==> config.mk <==
export PLATFORM = sky130hd
export DESIGN_NAME = glitch_pulse_seq
export DESIGN_NICKNAME = d
export VERILOG_FILES = /design/src/rtl/glitch_pulse_seq.sv
export SDC_FILE = /design/constraint.sdc
export NUM_CORES = 1
export LEC_CHECK = 0
export ABC_AREA = 1
export BUFFER_PORTS_ARGS = -buffer_cell sky130_fd_sc_hd__buf_2
export CAP_MARGIN = 20
export CELL_PAD_IN_SITES_DETAIL_PLACEMENT = 1
export CELL_PAD_IN_SITES_GLOBAL_PLACEMENT = 1
export CORE_MARGIN = 1.5
export CORE_UTILIZATION = 45
export CTS_CLUSTER_DIAMETER = 40
export DETAILED_ROUTE_END_ITERATION = 10
export PLACE_DENSITY_LB_ADDON = 0.1
export SLEW_MARGIN = 20
export SYNTH_ARGS = -nofsm -noshare
export SYNTH_HDL_FRONTEND = slang
export SYNTH_SLANG_ARGS = --single-unit
==> constraint.sdc <==
create_clock -name clk -period 4.2 [get_ports clk]
set_input_delay 0.63 -clock clk [delete_from_list [all_inputs] [get_ports clk]]
set_output_delay 0.63 -clock clk [all_outputs]
set_load 0.01 [all_outputs]
==> src/rtl/glitch_pulse_seq.sv <==
// glitch_pulse_seq: multi-pulse glitch sequencer.
// When armed, a qualified trigger edge starts a programmable delay, followed by a
// train of pulses with programmable width and gap. Config is captured at arm time,
// so the command decoder can rewrite its registers freely while a train runs.
// All outputs are driven straight from flops, so the glitch-switch pins never see
// decode hazards.
module glitch_pulse_seq #(
  parameter int DELAY_W     = 24,
  parameter int WIDTH_W     = 16,
  parameter int CNT_W       = 8,
  parameter int TO_W        = 32,
  parameter int SYNC_STAGES = 2
) (
  input  logic               clk,
  input  logic               rst_n,
  input  logic               arm_i,
  input  logic               abort_i,
  input  logic               trigger_i,
  input  logic [1:0]         edge_sel_i,
  input  logic [DELAY_W-1:0] delay_i,
  input  logic [WIDTH_W-1:0] width_i,
  input  logic [WIDTH_W-1:0] gap_i,
  input  logic [CNT_W-1:0]   count_i,
  input  logic [TO_W-1:0]    timeout_i,
  output logic               pulse_o,
  output logic               pulse_en_o,
  output logic               armed_o,
  output logic               busy_o,
  output logic               done_o,
  output logic               timeout_o
);

  // One counter serves the delay, pulse-width and gap phases, so it must hold
  // the wider of those two fields.
  localparam int CW = (DELAY_W > WIDTH_W) ? DELAY_W : WIDTH_W;

  localparam logic [2:0] S_IDLE  = 3'd0;
  localparam logic [2:0] S_ARMED = 3'd1;
  localparam logic [2:0] S_DELAY = 3'd2;
  localparam logic [2:0] S_PULSE = 3'd3;
  localparam logic [2:0] S_GAP   = 3'd4;
  localparam logic [2:0] S_DONE  = 3'd5;

  localparam logic [1:0] EDGE_RISE  = 2'b00;
  localparam logic [1:0] EDGE_FALL  = 2'b01;
  localparam logic [1:0] EDGE_BOTH  = 2'b10;

  // Trigger synchroniser and history.
  logic [SYNC_STAGES-1:0] sync_reg;
  logic                   hist_reg;
  logic                   trig_s;
  logic                   trig_hit;

  // Configuration captured at arm time. Width and gap are stored minus one so
  // that the phase counter compares directly against its final value; zero
  // inputs map to a stored zero, i.e. one cycle.
  logic [1:0]             edge_sel_reg;
  logic [DELAY_W-1:0]     delay_reg;
  logic [WIDTH_W-1:0]     width_m1_reg;
  logic [WIDTH_W-1:0]     gap_m1_reg;
  logic [CNT_W-1:0]       count_reg;
  logic [TO_W-1:0]        timeout_reg;

  logic [WIDTH_W-1:0]     width_m1_next;
  logic [WIDTH_W-1:0]     gap_m1_next;
  logic [CNT_W-1:0]       count_eff_next;

  // FSM state and counters.
  logic [2:0]             state_reg;
  logic [2:0]             state_next;
  logic [CW-1:0]          cnt_reg;
  logic [CW-1:0]          cnt_next;
  logic [TO_W-1:0]        to_cnt_reg;
  logic [TO_W-1:0]        to_cnt_next;
  logic [CNT_W-1:0]       pulses_reg;
  logic [CNT_W-1:0]       pulses_next;
  logic                   latch_cfg;
  logic                   timeout_fire;

  // Registered outputs.
  logic                   pulse_reg;
  logic                   pulse_en_reg;
  logic                   armed_reg;
  logic                   busy_reg;
  logic                   done_reg;
  logic                   timeout_reg_o;

  assign trig_s = sync_reg[SYNC_STAGES-1];

  // Shift the raw trigger through the synchroniser and keep one history sample.
  always_ff @(posedge clk or negedge rst_n) begin
    if (!rst_n) begin
      sync_reg <= '0;
      hist_reg <= 1'b0;
    end else begin
      sync_reg <= {sync_reg[SYNC_STAGES-2:0], trigger_i};
      hist_reg <= trig_s;
    end
  end

  // Qualify the synchronised trigger against the selected edge/level mode.
  // A level already present when arming gives no edge because history tracks it.
  always_comb begin
    trig_hit = 1'b0;
    case (edge_sel_reg)
      EDGE_RISE: trig_hit = trig_s & ~hist_reg;
      EDGE_FALL: trig_hit = ~trig_s & hist_reg;
      EDGE_BOTH: trig_hit = trig_s ^ hist_reg;
      default:   trig_hit = trig_s;
    endcase
  end

  // Normalise the zero-means-one fields before they are captured.
  always_comb begin
    width_m1_next  = (width_i == '0) ? '0 : width_i - WIDTH_W'(1);
    gap_m1_next    = (gap_i == '0)   ? '0 : gap_i - WIDTH_W'(1);
    count_eff_next = (count_i == '0) ? CNT_W'(1) : count_i;
  end

  // Sequencer next-state logic; abort overrides every other decision.
  always_comb begin
    state_next   = state_reg;
    cnt_next     = cnt_reg;
    to_cnt_next  = to_cnt_reg;
    pulses_next  = pulses_reg;
    latch_cfg    = 1'b0;
    timeout_fire = 1'b0;

    case (state_reg)
      S_IDLE: begin
        if (arm_i) begin
          state_next  = S_ARMED;
          latch_cfg   = 1'b1;
          to_cnt_next = '0;
        end
      end

      S_ARMED: begin
        // Trigger is tested first so it wins over a coincident timeout.
        if (trig_hit) begin
          state_next  = S_DELAY;
          cnt_next    = '0;
          pulses_next = '0;
        end else if ((timeout_reg != '0) && (to_cnt_reg >= timeout_reg - TO_W'(1))) begin
          state_next   = S_IDLE;
          timeout_fire = 1'b1;
        end else if (to_cnt_reg != '1) begin
          to_cnt_next = to_cnt_reg + TO_W'(1);
        end
      end

      S_DELAY: begin
        // One cycle is always spent here, giving a fixed pipeline latency even
        // for a zero delay.
        if (cnt_reg >= CW'(delay_reg)) begin
          state_next = S_PULSE;
          cnt_next   = '0;
        end else if (cnt_reg != '1) begin
          cnt_next = cnt_reg + CW'(1);
        end
      end

      S_PULSE: begin
        if (cnt_reg >= CW'(width_m1_reg)) begin
          cnt_next = '0;
          if (pulses_reg >= count_reg - CNT_W'(1)) begin
            state_next = S_DONE;
          end else begin
            state_next = S_GAP;
            if (pulses_reg != '1) begin
              pulses_next = pulses_reg + CNT_W'(1);
            end
          end
        end else if (cnt_reg != '1) begin
          cnt_next = cnt_reg + CW'(1);
        end
      end

      S_GAP: begin
        if (cnt_reg >= CW'(gap_m1_reg)) begin
          state_next = S_PULSE;
          cnt_next   = '0;
        end else if (cnt_reg != '1) begin
          cnt_next = cnt_reg + CW'(1);
        end
      end

      S_DONE: begin
        state_next = S_IDLE;
      end

      default: begin
        state_next = S_IDLE;
      end
    endcase

    if (abort_i) begin
      state_next   = S_IDLE;
      latch_cfg    = 1'b0;
      timeout_fire = 1'b0;
    end
  end

  // Advance the FSM and its counters.
  always_ff @(posedge clk or negedge rst_n) begin
    if (!rst_n) begin
      state_reg  <= S_IDLE;
      cnt_reg    <= '0;
      to_cnt_reg <= '0;
      pulses_reg <= '0;
    end else begin
      state_reg  <= state_next;
      cnt_reg    <= cnt_next;
      to_cnt_reg <= to_cnt_next;
      pulses_reg <= pulses_next;
    end
  end

  // Capture configuration only on an accepted arm.
  always_ff @(posedge clk or negedge rst_n) begin
    if (!rst_n) begin
      edge_sel_reg <= 2'b00;
      delay_reg    <= '0;
      width_m1_reg <= '0;
      gap_m1_reg   <= '0;
      count_reg    <= CNT_W'(1);
      timeout_reg  <= '0;
    end else if (latch_cfg) begin
      edge_sel_reg <= edge_sel_i;
      delay_reg    <= delay_i;
      width_m1_reg <= width_m1_next;
      gap_m1_reg   <= gap_m1_next;
      count_reg    <= count_eff_next;
      timeout_reg  <= timeout_i;
    end
  end

  // Outputs are decoded from the next state and registered, so they change
  // together with the state they describe and are free of decode glitches.
  always_ff @(posedge clk or negedge rst_n) begin
    if (!rst_n) begin
      pulse_reg     <= 1'b0;
      pulse_en_reg  <= 1'b0;
      armed_reg     <= 1'b0;
      busy_reg      <= 1'b0;
      done_reg      <= 1'b0;
      timeout_reg_o <= 1'b0;
    end else begin
      pulse_reg     <= (state_next == S_PULSE);
      pulse_en_reg  <= (state_next == S_ARMED) || (state_next == S_DELAY) ||
                       (state_next == S_PULSE) || (state_next == S_GAP);
      armed_reg     <= (state_next == S_ARMED);
      busy_reg      <= (state_next != S_IDLE);
      done_reg      <= (state_next == S_DONE);
      timeout_reg_o <= timeout_fire;
    end
  end

  assign pulse_o    = pulse_reg;
  assign pulse_en_o = pulse_en_reg;
  assign armed_o    = armed_reg;
  assign busy_o     = busy_reg;
  assign done_o     = done_reg;
  assign timeout_o  = timeout_reg_o;

endmodule

==> results of run 1 <==
-- critical path, delay by kind of cell (launching register included) --
kind	cells	cell delay [ns]
AND/OR/NAND/NOR	13	2.06
adder cells (fa/ha/maj)	2	0.49
buffers and inverters	3	0.43
flip-flops	1	0.39
AO/OA/AOI/OAI	2	0.30
XOR/XNOR	1	0.12
-- kinds of logic (layout without fill, tap and decap cells) --
logic type               count (synthesis)  after routing
XOR/XNOR                               103            103
adder cells (fa/ha/maj)                106            106
AND/OR/NAND/NOR                        635            635
buffers and inverters                  257            384
flip-flops                             174            174
AO/OA/AOI/OAI                          230            230
multiplexers                            13             13
-- area by class of cell --
| type | instances | area [um2] | area share (%) |
|---|---|---|---|
| Clock buffer | 19 | 433 | 3.20 |
| Clock inverter | 13 | 200 | 1.48 |
| Inverter | 227 | 852 | 6.30 |
| Multi-Input combinational cell | 1087 | 6550 | 48.4 |
| Sequential cell | 174 | 4360 | 32.2 |
| Tap cell | 335 | 419 | 3.10 |
| Timing Repair Buffer | 125 | 717 | 5.30 |
-- worst min-delay path by stage --
stage	endpoint	slack, ns	cells past startpoint
after floorplan	armed_o$_DFF_PN0_	0.33	0
after global placement	sync_reg[1]$_DFF_PN0_	0.34	0
after detailed placement	sync_reg[1]$_DFF_PN0_	0.34	0
after CTS	sync_reg[0]$_DFF_PN0_	0.29	1
after global routing	sync_reg[0]$_DFF_PN0_	0.29	1
final	timeout_reg[12]$_DFFE_PN0P_	0.29	1
-- cells in the mapped netlist, types with 3 or more instances --
| library cell | count |
|---|---|
| sky130_fd_sc_hd__nor2_2 | 7 |
| sky130_fd_sc_hd__nor3_2 | 11 |
| sky130_fd_sc_hd__xor2_1 | 83 |
| sky130_fd_sc_hd__nor4_1 | 20 |
| sky130_fd_sc_hd__dfrtp_1 | 173 |
| sky130_fd_sc_hd__o21ai_1 | 8 |
| sky130_fd_sc_hd__nand2_1 | 334 |
| sky130_fd_sc_hd__buf_4 | 6 |
| sky130_fd_sc_hd__nand2_2 | 3 |
| sky130_fd_sc_hd__nor2_4 | 3 |
| sky130_fd_sc_hd__inv_2 | 17 |
| sky130_fd_sc_hd__o31ai_1 | 25 |
| sky130_fd_sc_hd__a21oi_1 | 44 |
| sky130_fd_sc_hd__nand4_1 | 29 |
| sky130_fd_sc_hd__inv_1 | 210 |
| sky130_fd_sc_hd__o21ai_0 | 100 |
| sky130_fd_sc_hd__nor2_1 | 140 |
| sky130_fd_sc_hd__nor3_1 | 39 |
| sky130_fd_sc_hd__xnor2_1 | 20 |
| sky130_fd_sc_hd__a21o_1 | 4 |
| sky130_fd_sc_hd__mux2_2 | 13 |
| sky130_fd_sc_hd__clkbuf_1 | 9 |
| sky130_fd_sc_hd__o211ai_1 | 7 |
| sky130_fd_sc_hd__o21a_1 | 6 |
| sky130_fd_sc_hd__buf_2 | 15 |
| sky130_fd_sc_hd__nand3_1 | 34 |
| sky130_fd_sc_hd__ha_1 | 106 |
| sky130_fd_sc_hd__o22ai_1 | 30 |
-- per-stage QoR --
step | worst slack (ns) | total power, mW | cells
6_report | 0.295 | 5.90 | 1980
5_1_grt | 0.0346 | 6.32 | 1980
4_1_cts | 0.0695 | 5.90 | 1976
3_5_place_dp | 0.101 | 4.10 | 1944
3_3_place_gp | 0.362 | 3.99 | 1944
2_1_floorplan | 0.954 | 3.52 | 1518
-- routing by layer --
metal / vias to the layer above / global-route usage, % / share of wire [%]
met5: - / 0 / 0
met4: 0 / 8.73 / 2.2
met3: 43 / 3.17 / 2.5
met2: 139 / 48.7 / 52
met1: 5134 / 32.3 / 43
li1: 5193 / - / -
-- timing repair --
action,4_1_cts,5_1_grt
hold buffers,0,0
setup buffers,0,3
resized for setup,0,4
endpoints found under the setup margin,0,19
-- power by group --
group	total [mW]	internal, mW	switching (mW)
registers	2.23	2.01	0.213
clock network	1.78	1.01	0.763
logic	1.90	0.682	1.21
==> qor.log, run 1 <==
INFO  outcome        status=complete, no violations
INFO  synth          synth.mux.area_fraction=1.23%
INFO  synth          netlist_area=0.0119mm2
INFO  floorplan      io_pins=109
INFO  worst_setup_path worstPathMaxFanout=19
INFO  routing        drc=0
INFO  floorplan      start_util=45.8%
INFO  synth          syn-mean-instance-area=7.83um2
INFO  clock_tree     cts-root-to-sink-buffers=2
INFO  timing         fin_setup_tns=0ns
INFO  timing         timing.slew.headroom=26.3%
INFO  global_route   grt_first_pass_wirelength=56500um
INFO  worst_setup_path critical_path_arrival=4.23ns
INFO  placed_design  gp_congestion=0.857
INFO  synth          synth-warning-count=0
INFO  synth          synth_top_family_by_area=simple AND/OR/NAND/NOR gates
INFO  routing        drt-wirelength-per-cell=17.6um
INFO  timing         fin_skew=0.0175ns
INFO  routing        dr_total_vias=10500
INFO  floorplan      fp.dieArea=0.0274mm2
INFO  floorplan      fp.coreArea=0.0260mm2
INFO  worst_setup_path worst_r2r_endpoint=to_cnt_reg[18]$_DFFE_PN0P_
INFO  timing         worstMarginPinSlew=1.10ns
INFO  placed_design  post_dp_cell_area=0.0128mm2
INFO  worst_setup_path cpMaxStageDelayCell=sky130_fd_sc_hd__dfrtp_1
INFO  timing         min_period=3.91ns
INFO  synth          synth_top_area_cell=sky130_fd_sc_hd__dfrtp_1
INFO  synth          synth-seq-area-share=36.6%
INFO  synth          yosys.area_share.simple=23.8%
INFO  clock_tree     tritoncts_clock_tree=built
INFO  timing         setup_viol=0
INFO  synth          synth.top_cell.area_share=36.4%
INFO  clock_tree     clock_tree.root_cell=sky130_fd_sc_hd__clkbuf_16
INFO  routing        finalWirelength=34800um
INFO  routing        post_drt_via_cell_ratio=5.31
INFO  power          p_per_area=436mW/mm2
INFO  synth          post_synth_fa_ha_maj_area_fraction=11.2%
INFO  finish         nets=1841
INFO  finish         growth_of_design_area_from_synthesis_to_finish=13.7%
INFO  synth          compound_gate_fraction_of_synth_area=11.1%
INFO  synth          post_synth_inst_count=1518
INFO  worst_setup_path worstRegToRegCells=21
INFO  worst_setup_path worst_path_largest_cell_delay=0.39ns
INFO  worst_setup_path worstSetupEndpointType=flop
INFO  finish         post_route_cells_drive_above_1_share=13.7%
INFO  routing        route.antenna.remaining_nets=0
INFO  synth          async_flop_share=100%
INFO  finish         final_util=52.0%
INFO  floorplan      die-height=166um
INFO  global_route   grt.total_usage=26.6%
INFO  synth          syn-num-nets=1727
INFO  clock_tree     clk-insertion-delay-late=0.44ns
INFO  finish         stdcell_area=0.0135mm2
INFO  routing        drt_iter0_drc=403
INFO  finish         num_antenna_cells=0
INFO  timing         slew_viol_final=0
INFO  power          worst_ir_drop_vdd=227uV
INFO  clock_tree     clk_pin_slew=0.07ns
INFO  finish         mostFrequentLayoutCells=334 x sky130_fd_sc_hd__nand2_1, 210 x sky130_fd_sc_hd__inv_1, 173 x sky130_fd_sc_hd__dfrtp_1, 140 x sky130_fd_sc_hd__nor2_1, 107 x sky130_fd_sc_hd__buf_2
INFO  worst_setup_path crit-reg2reg-launch=timeout_reg[0]$_DFFE_PN0P_
INFO  synth          synth-edff-count=0
INFO  global_route   globalRouteOverflowTotal=0
INFO  worst_setup_path path_common_cell=sky130_fd_sc_hd__nand2_1
INFO  worst_setup_path worstSetupStartpoint=timeout_reg[0]$_DFFE_PN0P_
INFO  synth          synthFlopType=sky130_fd_sc_hd__dfrtp_1
INFO  timing         fmax=0.256GHz
INFO  worst_setup_path crit_required=4.52ns
INFO  job            max_cap_violations=0
INFO  worst_hold_path hold_path_class=in2async
INFO  clock_tree     numCtsBuffers=17
INFO  synth          synth_seq_cells=174
INFO  timing         finalCritPeriodShare=93.0%
INFO  timing         report.final.hold_viol_count=0
INFO  timing         grt_setup_unrepaired=false
INFO  synth          ranking_of_synthesized_cells_by_area=sky130_fd_sc_hd__dfrtp_1 36%, sky130_fd_sc_hd__ha_1 11%, sky130_fd_sc_hd__nand2_1 11%
INFO  worst_setup_path regToRegSetupSlack=0.29ns
INFO  clock_tree     htree_levels=4
INFO  placed_design  detailed_placement_hpwl=26900um
INFO  placed_design  io_buf_count=108
INFO  worst_setup_path worst_setup_path_endpoint=to_cnt_reg[18]$_DFFE_PN0P_
INFO  global_route   maximum_number_of_pins_on_one_net_before_global_route_repair=97
INFO  finish         layout.filler_cells=3269
INFO  floorplan      rows=59
INFO  global_route   first_global_vias=11200
INFO  timing         final.hold.worst_slack=0.286ns
INFO  worst_setup_path setup.worst_path.start_class=flop
INFO  synth          synth_cell_type_count=45
INFO  worst_setup_path path_class=reg2reg
INFO  clock_tree     cts_sink_cnt=174
INFO  power          static-leakage-power=6.53nW
INFO  routing        firstDrtPassIters=4
INFO  finish         final_common_cell=sky130_fd_sc_hd__nand2_1
INFO  global_route   antenna_found_initial=0
INFO  synth          synth-xor-area-share=7.59%
INFO  worst_setup_path timing.critical_path.cells=inv_1 -> ha_1 -> nand2_1 -> nor2_2 -> nand2_2 -> nor3_2 -> nand4_1 -> nor4_2 -> xor2_1 -> ha_1 -> nand2_1 -> nor3_1 -> and3_1 -> nand2_1 -> nand2_1 -> nand2_1 -> o21ai_4 -> buf_12 -> buf_12 -> nand2_1 -> o31ai_1
INFO  floorplan      die_x=166um
No activity file was read; power rests on OpenSTA's default activity.
==> run 2: changes to the inputs <==
--- a/config.mk
+++ b/config.mk
@@ -15,6 +15,7 @@
 export CTS_CLUSTER_DIAMETER = 40
 export DETAILED_ROUTE_END_ITERATION = 10
 export PLACE_DENSITY_LB_ADDON = 0.1
+export REMOVE_ABC_BUFFERS = 1
 export SLEW_MARGIN = 20
 export SYNTH_ARGS = -nofsm -noshare
 export SYNTH_HDL_FRONTEND = slang
==> qor.log, run 2 (synthesized netlist as in run 1, its figures left out) <==
INFO  timing         final.hold.worst_slack=0.292ns
INFO  routing        post_drt_via_cell_ratio=5.30
INFO  finish         finalNonFillerCells=1974
INFO  power          finalPower=5.81mW
INFO  timing         timing.slew.headroom=41.1%
INFO  worst_setup_path cpMaxStageDelayCell=sky130_fd_sc_hd__dfrtp_1
INFO  routing        finalWirelength=34600um
INFO  clock_tree     clock_tree.root_cell=sky130_fd_sc_hd__clkbuf_16
INFO  power          worst_ir_drop_vdd=263uV
INFO  outcome        status=complete, no violations
INFO  timing         grt_setup_unrepaired=false
INFO  job            max_cap_violations=0
INFO  worst_setup_path path_delay_family=simple AND/OR/NAND/NOR gates
INFO  worst_setup_path cp_num_buf_inv=2
INFO  clock_tree     htree_levels=4
INFO  power          p_per_area=432mW/mm2
INFO  placed_design  detailed_placement_hpwl=27100um
INFO  placed_design  post_dp_cell_area=0.0128mm2
INFO  worst_setup_path worst_path_largest_cell_delay=0.40ns
INFO  worst_setup_path setup.worst_path.start_class=flop
INFO  floorplan      die_x=166um
INFO  clock_tree     cts-root-to-sink-buffers=2
INFO  timing         finalCritPeriodShare=91.3%
INFO  clock_tree     tritoncts_clock_tree=built
INFO  timing         report.final.hold_viol_count=0
INFO  worst_setup_path worstSetupStartpoint=timeout_reg[0]$_DFFE_PN0P_
INFO  routing        firstDrtPassIters=4
INFO  clock_tree     clk-insertion-delay-late=0.44ns
INFO  timing         min_period=3.83ns
INFO  finish         post_route_cells_drive_above_1_share=13.5%
INFO  worst_hold_path hold_path_class=in2reg
INFO  worst_setup_path worstSetupEndpointType=flop
INFO  floorplan      fp.coreArea=0.0260mm2
INFO  worst_setup_path crit_required=4.52ns
INFO  floorplan      io_pins=109
INFO  placed_design  gp_congestion=0.961
INFO  worst_setup_path regToRegSetupSlack=0.37ns
INFO  timing         fin_skew=0.0144ns
INFO  worst_hold_path hold_start=trigger_i
INFO  clock_tree     post_cts_hold_buffer_count=0
INFO  finish         nets=1835
INFO  floorplan      start_util=45.8%
INFO  routing        dr_total_vias=10500
INFO  timing         slew_viol_final=0
INFO  placed_design  dp_cells=1941
INFO  finish         num_antenna_cells=0
INFO  global_route   globalRouteOverflowTotal=0
INFO  routing        route.antenna.remaining_nets=0
INFO  clock_tree     cts_sink_cnt=174
INFO  worst_setup_path critical_path_arrival=4.15ns
INFO  global_route   grt.total_usage=26.7%
INFO  global_route   antenna_found_initial=0
INFO  clock_tree     numCtsBuffers=17
INFO  global_route   maximum_number_of_pins_on_one_net_before_global_route_repair=105
INFO  worst_setup_path path_common_cell=sky130_fd_sc_hd__nand2_1
INFO  finish         stdcell_area=0.0135mm2
INFO  worst_setup_path timing.critical_path.cells=inv_1 -> ha_1 -> nand2_1 -> nor2_2 -> nand2_2 -> nor2_1 -> nand4_1 -> nor3_1 -> nand2_1 -> xor2_1 -> ha_1 -> nand2_1 -> nor3_1 -> and3_1 -> nand2_1 -> nand2_1 -> nand2_1 -> o21ai_4 -> buf_12 -> nand2_1 -> o31ai_1
INFO  global_route   first_global_vias=11100
INFO  clock_tree     clk_pin_slew=0.07ns
INFO  routing        drt_iter0_drc=366
INFO  worst_setup_path worstPathMaxFanout=46
INFO  timing         fin_setup_tns=0ns
INFO  routing        drt-wirelength-per-cell=17.5um
INFO  routing        drc=0
INFO  worst_setup_path crit-reg2reg-launch=timeout_reg[0]$_DFFE_PN0P_
INFO  timing         fmax=0.261GHz
INFO  timing         worstMarginPinSlew=0.883ns
INFO  floorplan      die-height=166um
INFO  global_route   grt_first_pass_wirelength=56600um
INFO  placed_design  io_buf_count=108
INFO  floorplan      rows=59
INFO  finish         final_common_cell=sky130_fd_sc_hd__nand2_1
INFO  timing         setup_viol=0
INFO  floorplan      fp.dieArea=0.0274mm2
INFO  power          static-leakage-power=6.48nW
INFO  worst_setup_path path_class=reg2reg
INFO  finish         layout.filler_cells=3266
INFO  finish         mostFrequentLayoutCells=334 x sky130_fd_sc_hd__nand2_1, 210 x sky130_fd_sc_hd__inv_1, 173 x sky130_fd_sc_hd__dfrtp_1, 140 x sky130_fd_sc_hd__nor2_1, 107 x sky130_fd_sc_hd__buf_2
INFO  finish         growth_of_design_area_from_synthesis_to_finish=13.2%
==> run 2: cell count changes in the layout (fill, tap and decap cells not counted), sizes merged <==
cell / before / now
buf: 124 / 118
bufinv: 4 / 3
clkinv: 2 / 1
clkinvlp: 1 / 4
inv: 233 / 232
==> run 2: cell type report <==
| class | count | area, um2 | share of cell area (%) |
|---|---|---|---|
| clock buffer | 19 | 443 | 3.29 |
| clock inverter | 13 | 175 | 1.30 |
| inverter | 227 | 852 | 6.33 |
| multi-input combinational | 1087 | 6550 | 48.6 |
| sequential | 174 | 4360 | 32.4 |
| tap | 335 | 419 | 3.11 |
| timing repair buffer | 119 | 669 | 4.97 |
==> run 2: routing by layer <==
metal	routed length (um)	GRT usage, %
met5	0	0
met4	1290	10.7
met3	732	3.75
met2	17400	48.1
met1	15100	31.8
==> run 2: worst paths after layout <==
check	to	cells after the start
max reg2reg	to_cnt_reg[8]$_DFFE_PN0P_	21
max in group asynchronous	delay_reg[15]$_DFFE_PN0P_	2
min in group asynchronous	timeout_reg[6]$_DFFE_PN0P_	1
max	to_cnt_reg[8]$_DFFE_PN0P_	21
min	sync_reg[0]$_DFF_PN0_	1
min reg2reg	sync_reg[1]$_DFF_PN0_	0
==> run 2: stage by stage <==
| stage | worst slack [ns] | utilization [%] |
|---|---|---|
| after floorplan | -0.398 | - |
| after global placement | 0.515 | 49.4 |
| after detailed placement | 0.312 | 49.4 |
| after CTS | 0.281 | 51.7 |
| after global routing | 0.0234 | 51.8 |
| final | 0.365 | 51.8 |
==> run 2: timing repair <==
item | 4_1_cts | 5_1_grt
resized for setup | 0 | 1
buffers inserted | 0 | 1
setup endpoints to repair | 0 | 22
==> run 2: where the power goes <==
part,switching (mW),internal (mW),leakage (nW),total [mW]
Sequential,0.219,2.01,2.25,2.23
Combinational,1.21,0.654,3.94,1.87
Clock,0.747,0.966,0.289,1.71
